`src/rtl/uart_pkg.sv`:
```
// Shared definitions for the UART transmit scheduler: FSM states, baud codes
// and the index-width helper used to size requester indices.
package uart_pkg;

    typedef enum logic [1:0] {
        ST_IDLE   = 2'd0,
        ST_SETTLE = 2'd1,
        ST_START  = 2'd2,
        ST_WAIT   = 2'd3
    } state_e;

    typedef enum logic [1:0] {
        BAUD_SLOWEST = 2'b00,
        BAUD_SLOW    = 2'b01,
        BAUD_FAST    = 2'b10,
        BAUD_FASTEST = 2'b11
    } baud_e;

    localparam baud_e BAUD_RESET = BAUD_FAST;

    function automatic int unsigned idx_width(input int unsigned n);
        return (n > 1) ? $clog2(n) : 1;
    endfunction

endpackage

```
`src/rtl/rr_arbiter.sv`:
```
// Round-robin requester selection: searches upward from last_winner+1 (mod NREQ)
// and returns the first active request as a one-hot grant plus its index.
module rr_arbiter
    import uart_pkg::*;
#(
    parameter int unsigned NREQ = 4
) (
    input  logic [NREQ-1:0]              req,
    input  logic [idx_width(NREQ)-1:0]   last_winner,
    output logic [NREQ-1:0]              grant,
    output logic [idx_width(NREQ)-1:0]   winner,
    output logic                         any
);

    localparam int unsigned IW = idx_width(NREQ);

    logic [IW-1:0] cand;

    always_comb begin
        grant  = '0;
        winner = '0;
        any    = 1'b0;
        cand   = '0;
        for (int unsigned k = 1; k <= NREQ; k++) begin
            cand = IW'((32'(last_winner) + k) % NREQ);
            if (!any && req[cand]) begin
                any         = 1'b1;
                grant[cand] = 1'b1;
                winner      = cand;
            end
        end
    end

endmodule

```
`src/rtl/uart_tx_scheduler.sv`:
```
// Shares one UART transmitter among NREQ requesters: round-robin grant, baud
// switch with settle delay, start pulse, and tx_done wait with timeout.
module uart_tx_scheduler
    import uart_pkg::*;
#(
    parameter int unsigned NREQ        = 4,
    parameter int unsigned SETTLE_CYC  = 4,
    parameter int unsigned TIMEOUT_CYC = 65535
) (
    input  logic              clk,
    input  logic              rst,
    input  logic [NREQ-1:0]   req,
    input  logic [8*NREQ-1:0] req_data,
    input  logic [2*NREQ-1:0] req_baud,
    output logic [NREQ-1:0]   gnt,
    output logic [1:0]        baud_rate,
    output logic              tx_start,
    output logic [7:0]        tx_data,
    input  logic              tx_done,
    output logic              busy,
    output logic              err_timeout
);

    localparam int unsigned IW = idx_width(NREQ);
    localparam int unsigned SW = $clog2(SETTLE_CYC + 1);
    localparam int unsigned TW = $clog2(TIMEOUT_CYC + 1);

    state_e            state_q;
    logic [NREQ-1:0]   gnt_q;
    baud_e             baud_q;
    logic              tx_start_q;
    logic [7:0]        tx_data_q;
    logic              err_q;
    logic [IW-1:0]     last_q;
    logic [SW-1:0]     settle_q, settle_d;
    logic [TW-1:0]     tmo_q, tmo_d;

    logic [NREQ-1:0]   arb_grant;
    logic [IW-1:0]     arb_winner;
    logic              arb_any;

    logic [7:0]        data_arr [NREQ];
    baud_e             baud_arr [NREQ];

    for (genvar g = 0; g < NREQ; g++) begin : g_unpack
        assign data_arr[g] = req_data[8*g +: 8];
        assign baud_arr[g] = baud_e'(req_baud[2*g +: 2]);
    end

    rr_arbiter #(
        .NREQ(NREQ)
    ) u_arb (
        .req         (req),
        .last_winner (last_q),
        .grant       (arb_grant),
        .winner      (arb_winner),
        .any         (arb_any)
    );

    assign settle_d = settle_q + SW'(1);
    assign tmo_d    = tmo_q + TW'(1);

    always_ff @(posedge clk) begin
        if (rst) begin
            state_q    <= ST_IDLE;
            gnt_q      <= '0;
            baud_q     <= BAUD_RESET;
            tx_start_q <= 1'b0;
            tx_data_q  <= '0;
            err_q      <= 1'b0;
            last_q     <= IW'(NREQ - 1);
            settle_q   <= '0;
            tmo_q      <= '0;
        end else begin
            gnt_q      <= '0;
            tx_start_q <= 1'b0;
            err_q      <= 1'b0;
            case (state_q)
                ST_IDLE: begin
                    if (arb_any) begin
                        gnt_q     <= arb_grant;
                        tx_data_q <= data_arr[arb_winner];
                        last_q    <= arb_winner;
                        if (baud_arr[arb_winner] != baud_q) begin
                            baud_q   <= baud_arr[arb_winner];
                            settle_q <= '0;
                            state_q  <= ST_SETTLE;
                        end else begin
                            state_q  <= ST_START;
                        end
                    end
                end
                ST_SETTLE: begin
                    settle_q <= settle_d;
                    if (settle_d == SW'(SETTLE_CYC)) begin
                        state_q <= ST_START;
                    end
                end
                ST_START: begin
                    tx_start_q <= 1'b1;
                    tmo_q      <= '0;
                    state_q    <= ST_WAIT;
                end
                ST_WAIT: begin
                    // tx_done takes priority over a coincident timeout expiry
                    if (tx_done) begin
                        state_q <= ST_IDLE;
                    end else begin
                        tmo_q <= tmo_d;
                        if (tmo_d == TW'(TIMEOUT_CYC)) begin
                            err_q   <= 1'b1;
                            state_q <= ST_IDLE;
                        end
                    end
                end
                default: state_q <= ST_IDLE;
            endcase
        end
    end

    assign gnt         = gnt_q;
    assign baud_rate   = baud_q;
    assign tx_start    = tx_start_q;
    assign tx_data     = tx_data_q;
    assign err_timeout = err_q;
    assign busy        = (state_q != ST_IDLE);

    a_gnt_onehot: assert property (@(posedge clk) disable iff (rst) $onehot0(gnt_q));
    a_start_wait: assert property (@(posedge clk) disable iff (rst) tx_start_q |-> (state_q == ST_WAIT));
    a_err_idle:   assert property (@(posedge clk) disable iff (rst) err_q |-> (state_q == ST_IDLE));

endmodule

```
`config.mk`:
```
export PLATFORM = sky130hd
export DESIGN_NAME = uart_tx_scheduler
export DESIGN_NICKNAME = d
export VERILOG_FILES = /design/src/rtl/uart_pkg.sv /design/src/rtl/rr_arbiter.sv /design/src/rtl/uart_tx_scheduler.sv
export SDC_FILE = /design/constraint.sdc
export NUM_CORES = 1
export LEC_CHECK = 0
export ABC_AREA = 0
export BUFFER_PORTS_ARGS = -buffer_cell sky130_fd_sc_hd__buf_2
export CELL_PAD_IN_SITES_DETAIL_PLACEMENT = 0
export CELL_PAD_IN_SITES_GLOBAL_PLACEMENT = 2
export CORE_MARGIN = 2
export CORE_UTILIZATION = 28
export DETAILED_ROUTE_END_ITERATION = 12
export MAX_ROUTING_LAYER = met4
export PLACE_DENSITY_LB_ADDON = 0.15
export SETUP_SLACK_MARGIN = 0.4
export SYNTH_ARGS = -nofsm -noshare
export SYNTH_HDL_FRONTEND = slang
export SYNTH_SLANG_ARGS = --single-unit
```
`constraint.sdc`:
```
create_clock -name clk -period 3.4 [get_ports clk]
set_input_delay 0.34 -clock clk [delete_from_list [all_inputs] [get_ports clk]]
set_output_delay 0.34 -clock clk [all_outputs]
set_load 0.005 [all_outputs]
```
==> metrics.txt <==
status=finished clean; post-synthesis xor/xnor area fraction=0.0183; WL/cell=14.0 um; Lkg Pwr=1.52 nW; Synth Area in Compound Gates=0.231; worst skew pair latency=0.29 ns; 1st-pass router iterations=4; largest net degree at the start of global routing=32; hold depth=3; Peak Freq=327 MHz; Cells after DPL=555; CP max FO=4; PD cells=762 nW/um2; CTS root buffer=clkbuf_8; Hold Crit Class=input port to flop; total CTS buffers=5; fraction of registers with async set or reset after synthesis=0; syn nets=432; mux cell area share after synthesis=0.119; core area=10100 um2; reg2reg path depth=11; final hold vios=0; VDD IR-drop max=0.379 mV; IO buf count=63; Main synth FF type=dfxtp_1; CTS tree=yes; period utilization=0.900; clock share of power=0.120; yosys warns=0; Core Util, Final=0.350; Comb pwr share=0.658; routability cong.=0.786; biggest area consumer among synthesized cells=dfxtp_1; CTS HTree Levels=2; simple-gate share of the synthesized area=0.236; chip height=105 um; RSZ-0062 raised after global routing=yes; # diodes=0; post-synth top area share=0.271; CTS clk-pin slew, worst paths=0.08 ns; first-pass GRT wire length=13.5 mm; largest family of logic cells by synthesized area=simple AND/OR/NAND/NOR gates; Bufs on Longest Clock Path=2; TNS Setup=0 ns; Critical Path End Type=flop; grt total ovfl=0; hold buffers post-CTS=0; top-count cell post-synth=nand2_1; Slew HR=0.514; routed wire length=7.97 mm; die area=11100 um2; internal power=1.49 mW; # rows=37; number of vias after detailed routing=2832; CP top delay family=simple AND/OR/NAND/NOR gates; Slowest cell on crit path=mux4_2; largest stage delay on the critical path=0.54 ns; antenna viol nets, final=0; drt initial violations=114; max_cap viols=0; Seq/Total Area, Yosys=0.271; crit path DAT=3.29 ns; Crit Reg-Reg Endpoint=state_q[1]; Fin Clk Skew=0.00609 ns; fin crit period=3.06 ns; fraction of layout cells with a size suffix above 1=0.274; critical path type=flop to flop; fin. max-slew vios=0; R2R setup slack=0.34 ns; Hold Startpoint=rst; Final Setup Violations=0; Initial Util=0.284; fin nets=498; Syn Inst Count=368; initial antenna violation count=0; # IOs=64; Sw Ratio=0.450; dpl hpwl=5.78 mm; Die X=105 um; EDFF count, synth=0; gr usage total=0.153; critical path cell sequence=clkinvlp_4 > ha_4 > mux4_2 > buf_6 > or4_4 > and3b_1 > a211oi_2 > o21ai_2 > and2_4 > a211o_1 > a21oi_2; syn_area_per_cell=7.82 um2; Layout area overhead=23.4%; Worst Hold End=baud_rate[1]; DR vias/cell=4.96; Synth top cells by count=nand2_1, nor2_1, dfxtp_1; crit start category=flop; Flop pwr share=0.222; Post-route DRC=0; Seq cells post-synth=39; Cell Count, Final, Fillers Out=571; Worst Max-Slew Pin Slew=0.729 ns; number of buffer and inverter stages on the critical path=2; Mapped Area=2880 um2; CP Data Required Time=3.63 ns; CTS sink count=39; Psw=1.22 mW; vias in the first global route=2744; Synth Area in Adders=0.0739; dominant cells by area after synthesis=dfxtp_1, ha_1, nand2_1; synth unique cells=58; worst r2r src=last_q[0]
-- worst max path at each step --
stage,depth (start not counted),start,end
detailed placement,11,last_q[1],settle_q[1]
global route,12,last_q[0],settle_q[1]
CTS,11,last_q[0],state_q[1]
finish,11,last_q[0],state_q[1]
global placement,11,last_q[1],settle_q[1]
floorplan,12,last_q[0],state_q[1]
-- repair_timing --
item | 4_1_cts | 5_1_grt
endpoints found under the setup margin | 7 | 5
gates resized for setup | 5 | 5
hold endpoints to repair | 0 | 0
pin swaps | 2 | 0
buffers inserted | 8 | 0
cloned | 0 | 0
-- power by group through the flow --
| stage | sequential, mW | clock [mW] | combinational (mW) |
|---|---|---|---|
| final | 0.601 | 0.325 | 1.78 |
| after global routing | 0.618 | 0.355 | 1.99 |
| after CTS | 0.603 | 0.341 | 1.77 |
| after detailed placement | 0.612 | 0 | 1.65 |
| after global placement | 0.611 | 0 | 1.65 |
| after floorplan | 0.620 | 0 | 1.25 |
-- metal layers --
| layer | up-vias | GRT usage | share of wire |
|---|---|---|---|
| li1 | 1468 | - | - |
| met1 | 1303 | 0.200 | 0.49 |
| met2 | 52 | 0.242 | 0.46 |
| met3 | 9 | 0.0266 | 0.035 |
| met4 | 0 | 0.0429 | 0.0095 |
| met5 | - | - | 0 |
-- final cells by class --
| cell class | count | area (um2) |
|---|---|---|
| inverters | 15 | 60.1 |
| repair buffers | 79 | 447 |
| clock buffers | 6 | 72.6 |
| fillers | 1065 | 6590 |
| clock inverters | 2 | 11.3 |
| multi-input cells | 294 | 2010 |
| flip-flops and latches | 39 | 785 |
| well taps | 136 | 170 |
-- worst reg2reg max path, delay by kind of cell, from the launching register on --
family | cells | cell delay, ns
AOI/OAI and AO/OA | 4 | 0.66
adders and majority gates | 1 | 0.28
buffers and inverters | 2 | 0.26
DFF | 1 | 0.37
muxes | 1 | 0.54
and+or+nand+nor | 3 | 0.88
-- cell usage in the layout, fill, tap and decap left out, types with 2 or more instances in the layout --
cell type,n
dfxtp_1,38
o211ai_1,12
a21oi_1,21
buf_4,13
nor4_1,3
nor2b_1,4
a311oi_1,4
ha_1,16
nor3_1,11
xor2_1,2
o22ai_1,2
nand2_1,48
o2111ai_1,3
and3_1,7
nand3_1,11
a31oi_1,3
a21boi_0,2
o21ai_0,16
a211o_1,2
buf_2,63
inv_1,12
nand2b_1,6
mux2i_1,14
xnor2_1,4
a22oi_1,7
o21a_1,2
clkbuf_8,5
a221oi_1,5
nand4_1,4
inv_2,2
nor2_1,41
mux2_2,12
mux4_2,3
buf_6,3
-- cell families (layout without fill, tap and decap cells) --
family                   after synthesis  count (layout)
AO/OA/AOI/OAI                         96              96
buffers and inverters                 35             102
XOR/XNOR                               6               6
adder cells (fa/ha/maj)               17              17
AND/OR/NAND/NOR                      146             146
multiplexers                          29              29
flip-flops                            39              39
-- state kept, by name (all words and copies together) (netlist names) --
name and count:
settle_q 3, tx_data 8, err_timeout 1, baud_rate 2, tmo_q 16, gnt 4, last_q 2, tx_start 1
state_q 2
-- per-stage QoR --
stage,cell area [um2],worst slack (ns),hold WS [ns],power [mW]
finish,3550,0.338,0.437,2.71
global route,3550,0.167,0.464,2.96
CTS,3530,0.361,0.442,2.71
detailed placement,3360,0.0911,0.445,2.26
global placement,3360,0.228,0.441,2.27
floorplan,2930,0.172,0.448,1.87
Power figures use the tool's default switching activity.
